## config.mk

```make
export PLATFORM = sky130hd
export DESIGN_NAME = dmem_arbiter
export DESIGN_NICKNAME = d
export VERILOG_FILES = /design/src/rtl/dmem_arb_pkg.sv /design/src/rtl/dmem_burst_agen.sv /design/src/rtl/dmem_arbiter.sv
export SDC_FILE = /design/constraint.sdc
export NUM_CORES = 1
export LEC_CHECK = 0
export CAP_MARGIN = 20
export CORE_MARGIN = 5
export CORE_UTILIZATION = 30
export CTS_CLUSTER_SIZE = 8
export DETAILED_ROUTE_END_ITERATION = 8
export GPL_ROUTABILITY_DRIVEN = 0
export PLACE_DENSITY = 0.72
export RECOVER_POWER = 100
export SKIP_CTS_REPAIR_TIMING = 1
export SYNTH_ARGS = -nofsm -noshare
export SYNTH_HDL_FRONTEND = slang
export SYNTH_SLANG_ARGS = --single-unit
```

## constraint.sdc

```tcl
create_clock -name clk -period 4.1 [get_ports clk]
set_input_delay 0.82 -clock clk [delete_from_list [all_inputs] [get_ports clk]]
set_output_delay 0.82 -clock clk [all_outputs]
set_load 0.005 [all_outputs]
```

## src/rtl/dmem_arb_pkg.sv

```systemverilog
// Shared constants for the data-memory arbiter: default widths, beat stride, FSM state codes.
package dmem_arb_pkg;

  localparam int ADDR_W_DEF  = 16;
  localparam int DATA_W_DEF  = 16;
  localparam int BEAT_STRIDE = 2;

  typedef logic [1:0] state_t;

  localparam state_t IDLE  = 2'd0;
  localparam state_t BURST = 2'd1;
  localparam state_t DONE  = 2'd2;

endpackage

```

## src/rtl/dmem_burst_agen.sv

```systemverilog
// Burst address generator: latches base and clamped length on load, steps one beat per advance.
// Address and last-beat flag are combinational from the registered beat index; no backpressure.
module dmem_burst_agen
  import dmem_arb_pkg::*;
#(
  parameter int ADDR_W    = ADDR_W_DEF,
  parameter int BURST_MAX = 16,
  parameter int LEN_W     = $clog2(BURST_MAX + 1)
) (
  input  logic              clk,
  input  logic              rst,
  input  logic              load,
  input  logic              advance,
  input  logic [ADDR_W-1:0] base,
  input  logic [LEN_W-1:0]  len,
  output logic [ADDR_W-1:0] beat_addr,
  output logic              last_beat
);

  logic [ADDR_W-1:0] base_q, base_d;
  logic [LEN_W-1:0]  len_q, len_d;
  logic [LEN_W-1:0]  beat_idx_q, beat_idx_d;

  always_comb begin
    base_d     = base_q;
    len_d      = len_q;
    beat_idx_d = beat_idx_q;
    if (load) begin
      base_d     = base;
      len_d      = (len > LEN_W'(BURST_MAX)) ? LEN_W'(BURST_MAX) : len;
      beat_idx_d = '0;
    end else if (advance) begin
      beat_idx_d = beat_idx_q + 1'b1;
    end
  end

  // Sum is truncated to ADDR_W so bursts wrap through address 0.
  assign beat_addr = base_q + ADDR_W'(beat_idx_q) * ADDR_W'(BEAT_STRIDE);
  assign last_beat = (beat_idx_q == len_q - 1'b1);

  always_ff @(posedge clk) begin
    if (rst) begin
      base_q     <= '0;
      len_q      <= '0;
      beat_idx_q <= '0;
    end else begin
      base_q     <= base_d;
      len_q      <= len_d;
      beat_idx_q <= beat_idx_d;
    end
  end

endmodule

```

## src/rtl/dmem_arbiter.sv

```systemverilog
// Shares one data-memory port between the CPU MEM stage (fixed priority, zero latency) and a burst DMA.
// DMA reads return one cycle after grant; a starved beat is forced after MAX_WAIT lost cycles, stalling the CPU.
module dmem_arbiter
  import dmem_arb_pkg::*;
#(
  parameter int ADDR_W    = ADDR_W_DEF,
  parameter int DATA_W    = DATA_W_DEF,
  parameter int BURST_MAX = 16,
  parameter int MAX_WAIT  = 8,
  localparam int LEN_W    = $clog2(BURST_MAX + 1)
) (
  input  logic              clk,
  input  logic              rst,
  input  logic              cpu_req,
  input  logic              cpu_we,
  input  logic              cpu_byte,
  input  logic [ADDR_W-1:0] cpu_addr,
  input  logic [DATA_W-1:0] cpu_wdata,
  output logic [DATA_W-1:0] cpu_rdata,
  output logic              cpu_stall,
  input  logic              dma_start,
  input  logic              dma_we,
  input  logic [ADDR_W-1:0] dma_base,
  input  logic [LEN_W-1:0]  dma_len,
  input  logic              dma_wvalid,
  input  logic [DATA_W-1:0] dma_wdata,
  output logic              dma_wready,
  output logic              dma_rvalid,
  output logic [DATA_W-1:0] dma_rdata,
  output logic              dma_busy,
  output logic              dma_done,
  output logic [ADDR_W-1:0] mem_addr,
  output logic [DATA_W-1:0] mem_wdata,
  output logic              mem_we,
  output logic              mem_byte,
  input  logic [DATA_W-1:0] mem_rdata
);

  localparam int WAIT_W = $clog2(MAX_WAIT + 1);

  state_t            state_q, state_d;
  logic [WAIT_W-1:0] wait_cnt_q, wait_cnt_d;
  logic              burst_we_q, burst_we_d;
  logic              dma_rvalid_q, dma_rvalid_d;
  logic [DATA_W-1:0] dma_rdata_q, dma_rdata_d;

  logic              load, dma_pending, wait_full, dma_grant, last_beat;
  logic [ADDR_W-1:0] beat_addr;

  dmem_burst_agen #(
    .ADDR_W    (ADDR_W),
    .BURST_MAX (BURST_MAX),
    .LEN_W     (LEN_W)
  ) u_agen (
    .clk       (clk),
    .rst       (rst),
    .load      (load),
    .advance   (dma_grant),
    .base      (dma_base),
    .len       (dma_len),
    .beat_addr (beat_addr),
    .last_beat (last_beat)
  );

  assign load        = (state_q == IDLE) && dma_start && (dma_len != '0);
  assign dma_pending = (state_q == BURST) && (!burst_we_q || dma_wvalid);
  assign wait_full   = (wait_cnt_q == WAIT_W'(MAX_WAIT));
  assign dma_grant   = dma_pending && (!cpu_req || wait_full);

  always_comb begin
    state_d    = state_q;
    burst_we_d = burst_we_q;
    case (state_q)
      IDLE: begin
        if (load) begin
          state_d    = BURST;
          burst_we_d = dma_we;
        end
      end
      BURST:   if (dma_grant && last_beat) state_d = DONE;
      DONE:    state_d = IDLE;
      default: state_d = IDLE;
    endcase
  end

  // Write-data gaps leave the counter untouched: only a real, denied beat counts as lost.
  always_comb begin
    wait_cnt_d = wait_cnt_q;
    if (dma_grant || state_q != BURST) begin
      wait_cnt_d = '0;
    end else if (dma_pending && !wait_full) begin
      wait_cnt_d = wait_cnt_q + 1'b1;
    end
  end

  always_comb begin
    dma_rvalid_d = dma_grant && !burst_we_q;
    dma_rdata_d  = dma_rvalid_d ? mem_rdata : dma_rdata_q;
  end

  always_comb begin
    if (dma_grant) begin
      mem_addr  = beat_addr;
      mem_wdata = dma_wdata;
      mem_we    = burst_we_q;
      mem_byte  = 1'b0;
    end else begin
      mem_addr  = cpu_addr;
      mem_wdata = cpu_wdata;
      mem_we    = cpu_req && cpu_we;
      mem_byte  = cpu_req && cpu_byte;
    end
  end

  assign cpu_rdata  = mem_rdata;
  assign cpu_stall  = cpu_req && dma_grant;
  assign dma_wready = dma_grant && burst_we_q;
  assign dma_rvalid = dma_rvalid_q;
  assign dma_rdata  = dma_rdata_q;
  assign dma_busy   = (state_q == BURST) || (state_q == DONE);
  assign dma_done   = (state_q == DONE);

  always_ff @(posedge clk) begin
    if (rst) begin
      state_q      <= IDLE;
      wait_cnt_q   <= '0;
      burst_we_q   <= 1'b0;
      dma_rvalid_q <= 1'b0;
      dma_rdata_q  <= '0;
    end else begin
      state_q      <= state_d;
      wait_cnt_q   <= wait_cnt_d;
      burst_we_q   <= burst_we_d;
      dma_rvalid_q <= dma_rvalid_d;
      dma_rdata_q  <= dma_rdata_d;
    end
  end

endmodule
```

==> results by group <==
Global route
  • Overall fraction of global-route tracks in use: 14.62%
  • First-pass GRT wire length: 15310 um
  • Number of global-route vias before repair: 3269
  • Pin count of the biggest net entering global routing: 40
  • Initial antenna violation count: 0
  • Total global routing overflow: 0

Cells and area
  • Area of all placed cells without fillers: 4758 um^2
  • Footprint of the multi-input gates: 1748 um^2
  • Area of all sequential standard cells: 1001 um^2
  • Diodes inserted: 0
  • Final core occ: 48.46%
  • # fillers: 1004
  • Most frequent cells in the layout: 151 x sky130_fd_sc_hd__nand2_1, 92 x sky130_fd_sc_hd__clkdlybuf4s50_1, 71 x sky130_fd_sc_hd__dlygate4sd3_1
  • Final-stage net count: 665
  • Fraction of final layout cells sized beyond drive strength 1: 2.504%
  • Synth-to-Final Area Change: 57.21%
  • Most common cell after layout, fill and taps aside: sky130_fd_sc_hd__nand2_1

Route
  • Number of iterations in the first detailed-routing pass: 4
  • Final ANT Viol Nets: 0
  • Total via count after detailed routing: 3253
  • Drc violations: 0
  • Number of vias per cell: 4.701
  • Final Routed Wirelength: 9246 um
  • First-iteration detailed-routing DRC count: 145
  • Routed wire per std cell: 13.36 um

Yosys
  • Area fraction in and, or, nand and nor cells after synthesis: 28.36%
  • Multiplexer share of the synthesized area: 0.3307%
  • Cell area after technology mapping: 3027 um^2
  • Main combinational cell family by area after synthesis: simple AND/OR/NAND/NOR gates
  • Xor-xnor portion of the synthesized cell area: 6.945%
  • Mean cell area of the mapped netlist: 7.189 um^2
  • Net count of the mapped netlist: 528
  • Most instantiated flip-flop cell in the synthesis netlist: sky130_fd_sc_hd__dfxtp_1
  • Top-area cell type share of the netlist area: 33.07%
  • Cell type with the highest aggregate area in the netlist: sky130_fd_sc_hd__dfxtp_1
  • Share of synthesized cell area in full adder, half adder and majority cells: 6.036%
  • Sequential-to-total area share from yosys stat: 33.07%
  • Async set-reset flop share out of synthesis: 0%
  • Number of flip-flops and latches in the synthesized netlist: 50
  • Syn. warnings: 0
  • Gate Count Post-Synth: 421
  • Compound-cell area share of the yosys netlist: 16.91%
  • Top post-synthesis cells by area: sky130_fd_sc_hd__dfxtp_1 33%, sky130_fd_sc_hd__nand2_1 19%, sky130_fd_sc_hd__a21oi_1 7.3%
  • Count of flip-flops with a built-in enable after synthesis: 0
  • Yosys cell types: 38

Floorplan
  • Number of rows created at floorplan: 36
  • Effective utilization at floorplan: 30.82%
  • Area enclosed by the die boundary: 12200 um^2
  • Number of placed I/O pins: 164
  • Area inside the core boundary: 9819 um^2
  • Width of the chip: 110.4 um
  • Die height: 110.4 um

Clock network
  • Clock edge transition at the registers on the reported setup and hold paths: 0.09 ns
  • Num Clock Sinks: 50
  • Max Root-Sink Buffers: 2
  • Clock Tree Root: sky130_fd_sc_hd__clkbuf_8
  • Count of H-tree levels built during CTS: 2
  • Latest clock arrival within the worst-skew pair: 0.30 ns
  • CTS tree: done
  • CTS Buf Count: 5

Timing
  • Normalized max-slew margin: -23.52%
  • Measured slew at the worst slew-check pin: 1.842 ns
  • Portion of the clock cycle consumed by the worst path in the final layout: 95.10%
  • Max-slew violations: 17
  • Count of endpoints failing hold in the final timing report: 0
  • Peak clock frequency supported by timing: 0.2565 GHz
  • Final TNS setup: 0 ns
  • Min cycle time layout: 3.899 ns
  • Clock skew: 0.008676 ns
  • Final setup violation count: 0
  • Unrepaired setup endpoints after global routing: false

Critical path
  • R2R Setup Slk: 1.46 ns
  • Arr. time, crit path: 3.08 ns
  • Category of the worst setup path capture point: primary output
  • Worst Path Class, Setup: primary input to primary output
  • Startpoint types: primary input
  • CP Max Fanout: 24
  • Critical path data required time: 3.28 ns

Power
  • Total power per unit cell area: 357.7 nW/um^2
  • Leakage power: 1.918 nW
  • Worst ir drop on vdd: 0.1506 mV

Flow run
  • Max_cap viols: 1

Status
  • Violated checks: capacitance limit, slew limit
  • Outcome: complete, but fails checks

Place
  • Total of buffers placed on input and output ports: 163
  • Final HPWL from detailed placement: 7504 um
  • Cell area reported after detailed placement: 4654 um^2

Worst hold path
  • Min-Delay Path Class: flip-flop to flip-flop
sequential cells by signal, summed over array words and instances (netlist names):
register           flops
wait_cnt_q             4
u_agen.base_q         16
u_agen.beat_idx_q      5
state_q                2
u_agen.len_q           5
burst_we_q             1
dma_rvalid             1
dma_rdata             16
per-stage QoR:
step / std cells / hold slack (ns) / setup WS, ns / total power, mW
2_1_floorplan: 421 / 0.4366 / 1.437 / 0.9690
3_3_place_gp: 684 / 0.4420 / 0.4888 / 1.338
4_1_cts: 692 / 0.4613 / 0.3347 / 1.791
5_1_grt: 692 / 0.4812 / 0.05051 / 1.825
3_5_place_dp: 684 / 0.4474 / 0.4558 / 1.363
6_report: 692 / 0.4535 / 0.2010 / 1.702
cell usage after synthesis, types with 4 or more instances:
cell / n
sky130_fd_sc_hd__nand3b_1: 7
sky130_fd_sc_hd__nand2_1: 151
sky130_fd_sc_hd__o21ai_0: 18
sky130_fd_sc_hd__xnor2_1: 5
sky130_fd_sc_hd__nand3_1: 6
sky130_fd_sc_hd__and3_1: 4
sky130_fd_sc_hd__buf_2: 4
sky130_fd_sc_hd__xor2_1: 19
sky130_fd_sc_hd__clkbuf_1: 16
sky130_fd_sc_hd__inv_1: 12
sky130_fd_sc_hd__nor2_1: 11
sky130_fd_sc_hd__ha_1: 13
sky130_fd_sc_hd__buf_4: 17
sky130_fd_sc_hd__a21oi_1: 44
sky130_fd_sc_hd__dfxtp_1: 50
sky130_fd_sc_hd__nor3_1: 4
layout make-up:
cell class,count,area share (%)
tap,133,3.497
clock inverter,2,1.262
clock buffer,6,1.735
sequential,50,21.04
inverter,12,0.9466
timing repair buffer,167,34.79
multi-input combinational,322,36.73
per-layer routing:
layer  track usage [%]  vias to the layer above  routed length (um)
met5                 0                        -                   0
met4             3.859                        0                 130
met3             3.939                       10                 652
met2             25.81                      116                4468
met1             17.44                     1467                3996
li1                  -                     1660                   -
cell families (layout without fill, tap and decap cells):
family,count (synthesis),after routing
flops,50,50
compound gates,86,86
simple gates,197,197
xor+xnor,24,24
mux,1,1
fa+ha+maj,14,14
buf+inv,49,187
final timing paths:
path,depth (start not counted),from,to
hold reg to reg,2,dma_rdata[8],dma_rdata[8]
setup reg to reg,6,state_q[1],dma_rdata[2]
setup / recovery,6,cpu_req,mem_wdata[7]
hold / removal,2,dma_rdata[8],dma_rdata[8]
worst max-delay path, stage by stage:
cell and delay, ns:
sky130_fd_sc_hd__dlygate4sd3_1 0.65, sky130_fd_sc_hd__a211oi_1 0.31, sky130_fd_sc_hd__clkbuf_2 0.51, sky130_fd_sc_hd__nand2_1 0.10, sky130_fd_sc_hd__nand2_1 0.10, sky130_fd_sc_hd__dlygate4sd3_1 0.58
power breakdown:
group,total [mW],switching (mW),internal (mW)
Combinational,0.696,0.348,0.348
Sequential,0.583,0.0424,0.541
Clock,0.423,0.163,0.260
Power figures use the tool's default switching activity.
